`src/rtl/csr_file_if.sv`:
```
`default_nettype none
// ============================================================================
// Module      : csr_file_if
// Description : CSR write channel from writeback plus the execute read port.
// Revision    : 1.0 - initial release
// ============================================================================
interface csr_file_if;
    logic        csr_wr_en_i;
    logic [11:0] csr_addr_i;
    logic [31:0] csr_data_i;
    logic [11:0] csr_rd_addr_i;
    logic [31:0] csr_rd_data_o;
    logic        csr_rd_illegal_o;

    // Pipeline side (writeback + execute)
    modport master (
        output csr_wr_en_i, csr_addr_i, csr_data_i, csr_rd_addr_i,
        input  csr_rd_data_o, csr_rd_illegal_o
    );

    // Register file side
    modport slave (
        input  csr_wr_en_i, csr_addr_i, csr_data_i, csr_rd_addr_i,
        output csr_rd_data_o, csr_rd_illegal_o
    );
endinterface
`default_nettype wire

```
`src/rtl/csr_file.sv`:
```
`default_nettype none
// ============================================================================
// Module      : csr_file
// Description : Machine-mode CSR file for rv32i: read port, trap/mret update,
//               64-bit cycle/instret counters. Optional mcountinhibit at 0x320
//               enabled by defining CSR_COUNTER_INHIBIT_EN.
// Revision    : 1.0 - initial release
// ============================================================================
module csr_file #(
    parameter logic [31:0] HART_ID     = 32'h0,
    parameter logic [31:0] MTVEC_RESET = 32'h0000_0000
) (
    input  wire logic        clk_i,
    input  wire logic        rst_i,
    csr_file_if.slave        csr_bus,
    input  wire logic        instr_retire_i,
    input  wire logic        trap_i,
    input  wire logic [31:0] trap_pc_i,
    input  wire logic [31:0] trap_cause_i,
    input  wire logic [31:0] trap_val_i,
    input  wire logic        mret_i,
    output logic      [31:0] mtvec_o,
    output logic      [31:0] mepc_o,
    output logic             mstatus_mie_o
);

    localparam logic [11:0] c_mstatus   = 12'h300;
    localparam logic [11:0] c_misa      = 12'h301;
    localparam logic [11:0] c_mie       = 12'h304;
    localparam logic [11:0] c_mtvec     = 12'h305;
    localparam logic [11:0] c_mcntinh   = 12'h320;
    localparam logic [11:0] c_mscratch  = 12'h340;
    localparam logic [11:0] c_mepc      = 12'h341;
    localparam logic [11:0] c_mcause    = 12'h342;
    localparam logic [11:0] c_mtval     = 12'h343;
    localparam logic [11:0] c_mip       = 12'h344;
    localparam logic [11:0] c_mcycle    = 12'hB00;
    localparam logic [11:0] c_mcycleh   = 12'hB80;
    localparam logic [11:0] c_minstret  = 12'hB02;
    localparam logic [11:0] c_minstreth = 12'hB82;
    localparam logic [11:0] c_cycle     = 12'hC00;
    localparam logic [11:0] c_cycleh    = 12'hC80;
    localparam logic [11:0] c_instret   = 12'hC02;
    localparam logic [11:0] c_instreth  = 12'hC82;
    localparam logic [11:0] c_mhartid   = 12'hF14;

    localparam logic [31:0] c_misa_val  = 32'h4000_0100;
    localparam logic [31:0] c_mie_mask  = 32'h0000_0888;
    localparam logic [31:0] c_align     = 32'hFFFF_FFFC;

    logic        r_mie_bit;
    logic        r_mpie;
    logic [31:0] r_mie;
    logic [31:0] r_mtvec;
    logic [31:0] r_mscratch;
    logic [31:0] r_mepc;
    logic [31:0] r_mcause;
    logic [31:0] r_mtval;
    logic [63:0] r_mcycle;
    logic [63:0] r_minstret;

    logic        w_we;
    logic        w_trap_lock;
    logic        w_inh_cy;
    logic        w_inh_ir;
    logic [31:0] w_mcntinh_rd;

    // Addresses with [11:10]==2'b11 are read-only by encoding.
    assign w_we        = csr_bus.csr_wr_en_i && (csr_bus.csr_addr_i[11:10] != 2'b11);
    // Trap or mret owns mstatus/mepc/mcause/mtval this cycle.
    assign w_trap_lock = trap_i || mret_i;

`ifdef CSR_COUNTER_INHIBIT_EN
    logic r_inh_cy;
    logic r_inh_ir;

    always_ff @(posedge clk_i or negedge rst_i) begin
        if (!rst_i) begin
            r_inh_cy <= 1'b0;
            r_inh_ir <= 1'b0;
        end else if (w_we && csr_bus.csr_addr_i == c_mcntinh) begin
            r_inh_cy <= csr_bus.csr_data_i[0];
            r_inh_ir <= csr_bus.csr_data_i[2];
        end
    end

    assign w_inh_cy     = r_inh_cy;
    assign w_inh_ir     = r_inh_ir;
    assign w_mcntinh_rd = {29'd0, r_inh_ir, 1'b0, r_inh_cy};
`else
    assign w_inh_cy     = 1'b0;
    assign w_inh_ir     = 1'b0;
    assign w_mcntinh_rd = 32'd0;
`endif

    always_ff @(posedge clk_i or negedge rst_i) begin
        if (!rst_i) begin
            r_mie_bit <= 1'b0;
            r_mpie    <= 1'b0;
            r_mepc    <= 32'd0;
            r_mcause  <= 32'd0;
            r_mtval   <= 32'd0;
        end else if (trap_i) begin
            r_mpie    <= r_mie_bit;
            r_mie_bit <= 1'b0;
            r_mepc    <= trap_pc_i & c_align;
            r_mcause  <= trap_cause_i;
            r_mtval   <= trap_val_i;
        end else if (mret_i) begin
            r_mie_bit <= r_mpie;
            r_mpie    <= 1'b1;
        end else if (w_we && !w_trap_lock) begin
            case (csr_bus.csr_addr_i)
                c_mstatus: begin
                    r_mie_bit <= csr_bus.csr_data_i[3];
                    r_mpie    <= csr_bus.csr_data_i[7];
                end
                c_mepc:   r_mepc   <= csr_bus.csr_data_i & c_align;
                c_mcause: r_mcause <= csr_bus.csr_data_i;
                c_mtval:  r_mtval  <= csr_bus.csr_data_i;
                default:  ;
            endcase
        end
    end

    always_ff @(posedge clk_i or negedge rst_i) begin
        if (!rst_i) begin
            r_mie      <= 32'd0;
            r_mtvec    <= MTVEC_RESET & c_align;
            r_mscratch <= 32'd0;
        end else if (w_we) begin
            case (csr_bus.csr_addr_i)
                c_mie:      r_mie      <= csr_bus.csr_data_i & c_mie_mask;
                c_mtvec:    r_mtvec    <= csr_bus.csr_data_i & c_align;
                c_mscratch: r_mscratch <= csr_bus.csr_data_i;
                default:    ;
            endcase
        end
    end

    // A write to either half replaces the increment; the other half holds.
    always_ff @(posedge clk_i or negedge rst_i) begin
        if (!rst_i) begin
            r_mcycle   <= 64'd0;
            r_minstret <= 64'd0;
        end else begin
            if (w_we && csr_bus.csr_addr_i == c_mcycle)
                r_mcycle[31:0]  <= csr_bus.csr_data_i;
            else if (w_we && csr_bus.csr_addr_i == c_mcycleh)
                r_mcycle[63:32] <= csr_bus.csr_data_i;
            else if (!w_inh_cy)
                r_mcycle        <= r_mcycle + 64'd1;

            if (w_we && csr_bus.csr_addr_i == c_minstret)
                r_minstret[31:0]  <= csr_bus.csr_data_i;
            else if (w_we && csr_bus.csr_addr_i == c_minstreth)
                r_minstret[63:32] <= csr_bus.csr_data_i;
            else if (instr_retire_i && !w_inh_ir)
                r_minstret        <= r_minstret + 64'd1;
        end
    end

    always_comb begin
        csr_bus.csr_rd_data_o    = 32'd0;
        csr_bus.csr_rd_illegal_o = 1'b0;
        case (csr_bus.csr_rd_addr_i)
            c_mstatus:              csr_bus.csr_rd_data_o = {19'd0, 2'b11, 3'd0, r_mpie, 3'd0, r_mie_bit, 3'd0};
            c_misa:                 csr_bus.csr_rd_data_o = c_misa_val;
            c_mie:                  csr_bus.csr_rd_data_o = r_mie;
            c_mtvec:                csr_bus.csr_rd_data_o = r_mtvec;
            c_mscratch:             csr_bus.csr_rd_data_o = r_mscratch;
            c_mepc:                 csr_bus.csr_rd_data_o = r_mepc;
            c_mcause:               csr_bus.csr_rd_data_o = r_mcause;
            c_mtval:                csr_bus.csr_rd_data_o = r_mtval;
            c_mip:                  csr_bus.csr_rd_data_o = 32'd0;
            c_mcycle,   c_cycle:    csr_bus.csr_rd_data_o = r_mcycle[31:0];
            c_mcycleh,  c_cycleh:   csr_bus.csr_rd_data_o = r_mcycle[63:32];
            c_minstret, c_instret:  csr_bus.csr_rd_data_o = r_minstret[31:0];
            c_minstreth, c_instreth: csr_bus.csr_rd_data_o = r_minstret[63:32];
            c_mhartid:              csr_bus.csr_rd_data_o = HART_ID;
`ifdef CSR_COUNTER_INHIBIT_EN
            c_mcntinh:              csr_bus.csr_rd_data_o = w_mcntinh_rd;
`endif
            default:                csr_bus.csr_rd_illegal_o = 1'b1;
        endcase
    end

    assign mtvec_o       = r_mtvec;
    assign mepc_o        = r_mepc;
    assign mstatus_mie_o = r_mie_bit;

`ifndef CSR_COUNTER_INHIBIT_EN
    // Keeps the disabled-feature tie-off visibly consumed.
    logic w_unused;
    assign w_unused = |w_mcntinh_rd;
`endif

endmodule
`default_nettype wire
```
`src/flat_wrapper.sv`:
```
// flat-port wrapper written by rule: the top's interface ports become plain ports
module csr_file_flat 
#(
    parameter logic [31:0] HART_ID     = 32'h0,
    parameter logic [31:0] MTVEC_RESET = 32'h0000_0000
)
  (clk_i, rst_i, instr_retire_i, trap_i, trap_pc_i, trap_cause_i, trap_val_i, mret_i, mtvec_o, mepc_o, mstatus_mie_o, csr_bus_csr_wr_en_i, csr_bus_csr_addr_i, csr_bus_csr_data_i, csr_bus_csr_rd_addr_i, csr_bus_csr_rd_data_o, csr_bus_csr_rd_illegal_o);
  csr_file_if csr_bus_i ();
  input  wire logic clk_i;
  input  wire logic rst_i;
  input  wire logic instr_retire_i;
  input  wire logic trap_i;
  input  wire logic [31:0] trap_pc_i;
  input  wire logic [31:0] trap_cause_i;
  input  wire logic [31:0] trap_val_i;
  input  wire logic mret_i;
  output logic      [31:0] mtvec_o;
  output logic      [31:0] mepc_o;
  output logic mstatus_mie_o;
  input wire logic [$bits(csr_bus_i.csr_wr_en_i)-1:0] csr_bus_csr_wr_en_i;
  input wire logic [$bits(csr_bus_i.csr_addr_i)-1:0] csr_bus_csr_addr_i;
  input wire logic [$bits(csr_bus_i.csr_data_i)-1:0] csr_bus_csr_data_i;
  input wire logic [$bits(csr_bus_i.csr_rd_addr_i)-1:0] csr_bus_csr_rd_addr_i;
  output wire logic [$bits(csr_bus_i.csr_rd_data_o)-1:0] csr_bus_csr_rd_data_o;
  output wire logic [$bits(csr_bus_i.csr_rd_illegal_o)-1:0] csr_bus_csr_rd_illegal_o;
  assign csr_bus_i.csr_wr_en_i = csr_bus_csr_wr_en_i;
  assign csr_bus_i.csr_addr_i = csr_bus_csr_addr_i;
  assign csr_bus_i.csr_data_i = csr_bus_csr_data_i;
  assign csr_bus_i.csr_rd_addr_i = csr_bus_csr_rd_addr_i;
  assign csr_bus_csr_rd_data_o = csr_bus_i.csr_rd_data_o;
  assign csr_bus_csr_rd_illegal_o = csr_bus_i.csr_rd_illegal_o;
  csr_file #(.HART_ID(HART_ID), .MTVEC_RESET(MTVEC_RESET)) u_core (.clk_i(clk_i), .rst_i(rst_i), .csr_bus(csr_bus_i), .instr_retire_i(instr_retire_i), .trap_i(trap_i), .trap_pc_i(trap_pc_i), .trap_cause_i(trap_cause_i), .trap_val_i(trap_val_i), .mret_i(mret_i), .mtvec_o(mtvec_o), .mepc_o(mepc_o), .mstatus_mie_o(mstatus_mie_o));
endmodule
```
`config.mk`:
```
export PLATFORM = sky130hd
export DESIGN_NAME = csr_file_flat
export DESIGN_NICKNAME = d
export VERILOG_FILES = /design/src/rtl/csr_file_if.sv /design/src/rtl/csr_file.sv /design/src/flat_wrapper.sv
export SDC_FILE = /design/constraint.sdc
export NUM_CORES = 1
export LEC_CHECK = 0
export CAP_MARGIN = 40
export CORE_ASPECT_RATIO = 0.7
export CORE_MARGIN = 2
export CORE_UTILIZATION = 40
export CTS_CLUSTER_SIZE = 8
export DETAILED_ROUTE_END_ITERATION = 7
export PLACE_DENSITY = 0.6
export SLEW_MARGIN = 10
export SYNTH_ARGS = -nofsm -noshare
export SYNTH_HDL_FRONTEND = slang
export SYNTH_SLANG_ARGS = --single-unit
```
`constraint.sdc`:
```
create_clock -name clk_i -period 6.3 [get_ports clk_i]
set_input_delay 1.26 -clock clk_i [delete_from_list [all_inputs] [get_ports clk_i]]
set_output_delay 1.26 -clock clk_i [all_outputs]
set_load 0.03 [all_outputs]
```
==> flow_summary_export.csv, run 1 <==
group,metric,value,unit
run_status,status,"finished clean",
cells_and_area,fillers,3878,
timing,rsz0062_at_grt,"false",
synthesis,yosys-top-cells-count,"dfrtp_1, nand2_1, nor2_1",
critical_path,r2r_cells,6,
synthesis,yosysTopAreaCell,"dfrtp_1",
pwr,power,4760,µW
critical_path,critPathLaunchType,"input port",
synthesis,muxShareOfSynthArea,0.104,
timing,slew_headroom,0.304,
place,place_inst,2584,
timing,skew,16.1,ps
global_routing,grt-ovfl-total,0,
job,max-cap-violations,0,
critical_path,arrival,4570,ps
synthesis,synth_top_area_frac,0.430,
synthesis,ys_ff_latch,289,
synthesis,synth_cells,1877,
timing,worstMarginPinSlew,1030,ps
critical_path,path_class,"input port to output port",
clock_network,cts-resized-gates,0,
global_routing,grtUsageTotal,0.342,
place,numPortBuffers,249,
pwr,irDropWorstVdd,185,µV
floorplanning,initial_core_util,0.408,
synthesis,synth_flop_cell,"dfrtp_1",
synthesis,synthArstFlopShare,1.00,
clock_network,cts_inserted_buffers,42,
pwr,p_sw,1340,µW
synthesis,synth_edf_count,0,
pwr,p_leak,0.00885,µW
drt,drt_wl_total,75800,µm
cells_and_area,fin_cells,2632,
floorplanning,rows,62,
global_routing,grt_pass1_vias,16193,
timing,period_needed,5830,ps
global_routing,grt_max_degree,115,
drt,remaining_drc_errors,0,
drt,routedWlPerCell,28.8,µm
timing,slew_violations,0,
drt,ant_nets,0,
worst_hold_path,worstHoldEndpoint,"u_core.r_mscratch[17]$_DFFE_PN0P_",
timing,setup_viol,0,
timing,fin_hold_ws,505,ps
synthesis,synth-seq-area-share,0.430,
synthesis,synthDistinctLibCells,75,
synthesis,yosys-top-cells-area,"dfrtp_1, mux2i_1, nand2_1, o21ai_0, mux2_2",
synthesis,synth-adder-area-share,0.00149,
pwr,powerDensity,223,nW/µm²
synthesis,synth-xor-area-share,0.0255,
synthesis,synth_top_family_by_area,"simple AND/OR/NAND/NOR gates",
cells_and_area,nNetsFinal,2245,
worst_hold_path,hold_start,"u_core.r_mscratch[17]$_DFFE_PN0P_",
critical_path,rr_endpoint,"u_core.r_mcycle[47]$_DFFE_PN0N_",
pwr,p_int,3420,µW
place,gp_congestion,0.995,
synthesis,yosys.area_share.simple,0.209,
clock_network,max-clock-path-buffers,3,
clock_network,cts_sinks,289,
timing,fmax,172,MHz
drt,first_pass_iters,6,
clock_network,hold_buffers,0,
floorplanning,fp.dieH,176,µm
timing,period_share,0.925,
pwr,power_frac_comb,0.122,
worst_hold_path,min_delay_path_depth,1,
floorplanning,fp.coreArea,41300,µm²
synthesis,avgSynthCellArea,8.96,µm²
place,hpwl,55700,µm
critical_path,r2r_start,"u_core.r_mcycle[5]$_DFFE_PN0P_",
clock_network,clockRootBuffer,"clkbuf_16",
drt,via_count,17011,
cells_and_area,final_core_util,0.517,
timing,fin_setup_tns,0,ps
clock_network,clkTransAtPathRegs,50,ps
synthesis,yosysMostFrequentCell,"dfrtp_1",
synthesis,syn_area,16800,µm²
critical_path,regToRegSetupSlack,2990,ps
pwr,p_seq_frac,0.450,
cells_and_area,multiInputGateArea,8910,µm²
timing,hold_viol,0,
cells_and_area,drive_gt1_frac,0.117,
floorplanning,dieArea,43700,µm²
clock_network,tritoncts,"built",
clock_network,h-tree-depth,2,
drt,drt-initial-drc-count,2510,
clock_network,clkLatencyLatePin,550,ps
cells_and_area,seq_area,7230,µm²
drt,avgViaCountPerCell,6.46,
cells_and_area,area_delta_synth_final,26.8,%
global_routing,grt_pass1_wl,111000,µm
worst_hold_path,hp-class,"register to register",
floorplanning,die_w,249,µm
pwr,clkPwrFrac,0.428,
floorplanning,pin_count,256,
synthesis,synth_compound_area_frac,0.185,
critical_path,critPathMaxFanout,14,
synthesis,yosys_warnings,0,
pwr,p_sw_frac,0.281,
critical_path,endpoint_kind,"output port",
clock_network,cts_setup_buffers,0,
global_routing,antenna_found_initial,2,
critical_path,required,5040,ps
## layout make-up
| type | instances | share of cell area |
|---|---|---|
| clock inverter | 2 | 0.000821 |
| inverter | 29 | 0.00510 |
| tap | 544 | 0.0319 |
| timing repair buffer | 314 | 0.155 |
| antenna | 1 | 0.000117 |
| clock buffer | 44 | 0.0506 |
| multi-input combinational | 1409 | 0.418 |
| sequential | 289 | 0.339 |
## worst max-delay path: stages
cell,delay [ps]
clkdlybuf4s50_1,760
inv_1,190
nor4_2,750
buf_4,330
buf_4,230
a222oi_1,120
nor2_1,350
a21oi_1,190
nand3_1,220
buf_12,140
## cells by family after synthesis
kind of cell             count (synthesis)
buffers and inverters                  182
other                                    1
AO/OA/AOI/OAI                          474
adder cells (fa/ha/maj)                  2
flip-flops                             289
AND/OR/NAND/NOR                        713
multiplexers                           167
XOR/XNOR                                49
## how the worst max path moves through the flow
stage	from	end	depth (start not counted)
global route	csr_bus_csr_rd_addr_i[0]	csr_bus_csr_rd_data_o[16]	10
CTS	csr_bus_csr_rd_addr_i[0]	csr_bus_csr_rd_data_o[3]	8
detailed placement	csr_bus_csr_rd_addr_i[0]	csr_bus_csr_rd_data_o[3]	8
finish	csr_bus_csr_rd_addr_i[0]	csr_bus_csr_rd_data_o[17]	10
global placement	csr_bus_csr_rd_addr_i[0]	csr_bus_csr_rd_data_o[3]	8
floorplan	csr_bus_csr_rd_addr_i[0]	csr_bus_csr_rd_illegal_o	7
## state kept, by name, summed over array words and instances, names as in the netlist
signal / flops
u_core.r_mie: 3
u_core.r_mcause: 32
u_core.mtvec_o: 30
u_core.mepc_o: 30
u_core.r_mcycle: 64
u_core.r_minstret: 64
u_core.r_mscratch: 32
u_core.r_mtval: 32
u_core.mstatus_mie_o: 1
u_core.r_mpie: 1
## power groups by stage
stage	logic (µW)	registers [µW]	clock network (µW)
2_1_floorplan	252	2140	0
3_3_place_gp	562	2160	0
3_5_place_dp	577	2160	0
4_1_cts	579	2130	2050
5_1_grt	630	2150	2130
6_report	581	2140	2040
## layout by cell type (no fill, tap or decap), types with 39 or more instances in the layout
cell type	count
dfrtp_1	289
nor3_1	45
nand3_1	101
nand2_1	229
xnor2_1	39
nor2_1	161
o21ai_0	152
buf_4	59
mux2i_1	100
a222oi_1	44
nand4_1	58
clkbuf_16	43
clkdlybuf4s50_1	219
mux2_2	67
a21oi_1	99
## stage by stage
step / worst slack (ps) / cell area (µm²)
6_report: 471 / 21300
5_1_grt: 411 / 21300
4_1_cts: 640 / 21300
3_5_place_dp: 654 / 20200
3_3_place_gp: 638 / 20100
2_1_floorplan: 1750 / 16800
## routing by layer
layer  global-route usage  vias to the layer above  part of all wire
met2                0.505                     1002              0.43
li1                     -                     7367                 -
met1                0.490                     8503              0.43
met3               0.0799                      137              0.11
met4                0.120                        2             0.037
met5                    0                        -           0.00017
Power figures use the tool's default switching activity.
==> run 2, diff against run 1 <==
--- a/config.mk
+++ b/config.mk
@@ -11,8 +11,9 @@
 export CORE_UTILIZATION = 40
 export CTS_CLUSTER_SIZE = 8
 export DETAILED_ROUTE_END_ITERATION = 7
-export PLACE_DENSITY = 0.6
+export PLACE_DENSITY = 0.62
 export SLEW_MARGIN = 10
 export SYNTH_ARGS = -nofsm -noshare
 export SYNTH_HDL_FRONTEND = slang
 export SYNTH_SLANG_ARGS = --single-unit
+export TNS_END_PERCENT = 10
==> constraint.sdc (replaced) <==
create_clock -name clk_i -period 5.1 [get_ports clk_i]
set_input_delay 1.02 -clock clk_i [delete_from_list [all_inputs] [get_ports clk_i]]
set_output_delay 1.02 -clock clk_i [all_outputs]
set_load 0.03 [all_outputs]
==> run 2 against run 1 <==
  * The run now ends with DRC left
  * Utilization is 0.20 points higher
  * Total power is 24% higher
  * Routed wire length is 1.5% lower
  * Register-to-register slack worse by 1100 ps
  * Non-clock buffer count is 6 lower
  * Sequential share of layout area is 0.13 points lower
  * Worst hold slack worse by 37 ps
  * Cell count is 0.11% lower
  * Critical endpoint is now csr_bus_csr_rd_data_o[6]
  * Largest cell class unchanged
==> flow_summary_export.csv, run 2 (same netlist as run 1, synthesis figures left out) <==
group,metric,value,unit
run_status,status,"finished, violations left",
run_status,violations,"DRC",
drt,drt-initial-drc-count,2620,
clock_network,tritoncts,"built",
place,place_inst,2579,
floorplanning,initial_core_util,0.408,
timing,setup_viol,0,
place,post-place-ws,300,ps
worst_hold_path,hp-class,"input port to asynchronous set/reset pin",
timing,skew,19.3,ps
global_routing,grt_max_degree,114,
cells_and_area,final_common_cell,"dfrtp_1",
cells_and_area,reg.largest.list,"u_core.r_mcycle x64, u_core.r_minstret x64",
cells_and_area,nNetsFinal,2239,
critical_path,critPathLaunchType,"input port",
place,gp_congestion,0.988,
timing,period_share,0.950,
job,max-cap-violations,0,
critical_path,endpoint_kind,"output port",
cells_and_area,drive_gt1_frac,0.118,
drt,avgViaCountPerCell,6.46,
timing,fin_setup_tns,0,ps
critical_path,r2r_cells,6,
critical_path,arrival,3830,ps
clock_network,max-clock-path-buffers,3,
cells_and_area,fin_cells,2629,
place,numPortBuffers,249,
global_routing,grt_pass1_vias,16411,
global_routing,grtUsageTotal,0.335,
timing,fmax,206,MHz
clock_network,cts_sinks,289,
critical_path,critical_path.endpoint,"csr_bus_csr_rd_data_o[6]",
drt,ant_nets,0,
pwr,p_leak,0.00887,µW
critical_path,path_class,"input port to output port",
timing,period_needed,4850,ps
cells_and_area,fillers,3801,
cells_and_area,final_cell_mix,"dfrtp_1, nand2_1, clkdlybuf4s50_1, nor2_1, o21ai_0",
clock_network,cts_setup_buffers,0,
clock_network,hold_buffers,0,
pwr,power,5920,µW
global_routing,grt_pass1_wl,109000,µm
critical_path,rr_endpoint,"u_core.r_mcycle[63]$_DFFE_PN0N_",
floorplanning,rows,62,
place,hpwl,53600,µm
timing,fin_hold_ws,468,ps
floorplanning,die_w,249,µm
clock_network,cts-resized-gates,0,
cells_and_area,area_delta_synth_final,27.3,%
critical_path,regToRegSetupSlack,1920,ps
drt,via_count,16984,
critical_path,critPathMaxFanout,29,
timing,hold_viol,0,
timing,worstMarginPinSlew,992,ps
timing,rsz0062_at_grt,"false",
clock_network,clockRootBuffer,"clkbuf_16",
clock_network,clkLatencyLatePin,550,ps
drt,remaining_drc_errors,1,
drt,routedWlPerCell,28.4,µm
floorplanning,fp.dieH,176,µm
global_routing,grt-ovfl-total,0,
pwr,powerDensity,277,nW/µm²
clock_network,clkTransAtPathRegs,50,ps
timing,slew_violations,0,
timing,slew_headroom,0.333,
clock_network,h-tree-depth,2,
pwr,irDropWorstVdd,211,µV
drt,drt_wl_total,74600,µm
floorplanning,pin_count,256,
drt,first_pass_iters,8,
floorplanning,dieArea,43700,µm²
global_routing,antenna_found_initial,3,
critical_path,required,4080,ps
critical_path,crit_path_start,"csr_bus_csr_rd_addr_i[10]",
critical_path,r2r_start,"u_core.r_mcycle[5]$_DFFE_PN0P_",
floorplanning,fp.coreArea,41300,µm²
timing,layout_setup_ws,254,ps
clock_network,cts_inserted_buffers,42,
## run 2: cell count changes in the layout (fill, tap and decap cells not counted), sizes merged
cell,before,now
clkdlybuf4s50,219,215
diode,1,3
clkbuf,45,44
clkdlybuf4s18,1,0
clkinv,1,0
clkinvlp,0,1
inv,30,31
## run 2: worst min-delay path by stage
stage	endpoint	slack, ps	depth (start not counted)
2_1_floorplan	u_core.r_mcycle[53]$_DFFE_PN0N_	470	1
3_3_place_gp	u_core.r_mscratch[17]$_DFFE_PN0P_	490	1
3_5_place_dp	u_core.r_mscratch[14]$_DFFE_PN0P_	490	1
4_1_cts	u_core.r_mcause[9]$_DFFE_PN0P_	500	1
5_1_grt	u_core.r_mscratch[19]$_DFFE_PN0P_	520	1
6_report	u_core.mtvec_o[6]$_DFFE_PN0P_	470	1
## run 2: per-layer routing
metal  share of wire  GRT usage  vias up
met2            0.42      0.484     1049
met5               0    0.00220        -
met3            0.12     0.0972      209
met4           0.048      0.150        0
met1            0.41      0.465     8382
li1                -          -     7344
## run 2: cell type report
cell class,instances,area (µm²),share of cell area
multi-input combinational,1409,8910,0.416
sequential,289,7230,0.338
timing repair buffer,308,3340,0.156
clock buffer,44,1090,0.0509
tap,544,681,0.0318
inverter,29,109,0.00508
clock inverter,3,36.3,0.00169
antenna,3,7.51,0.000351
## run 2: per-stage QoR
step                      instance area [µm²]  utilization
after global placement                  20200        0.490
after detailed placement                20300        0.491
after floorplan                         16800            -
final                                   21400        0.519
after global routing                    21400        0.519
after CTS                               21400        0.519
## run 2: worst max-delay path, cell delays in order
cell             delay [ps]
clkdlybuf4s50_1         540
and3b_1                 190
o21ai_0                 300
nor3_2                  110
buf_12                  190
a222oi_1                780
nand3_1                 420
buf_12                  260
## run 2: where the power goes
part / internal [µW] / switching (µW)
Combinational: 301 / 416
Sequential: 2450 / 203
Clock: 1500 / 1050
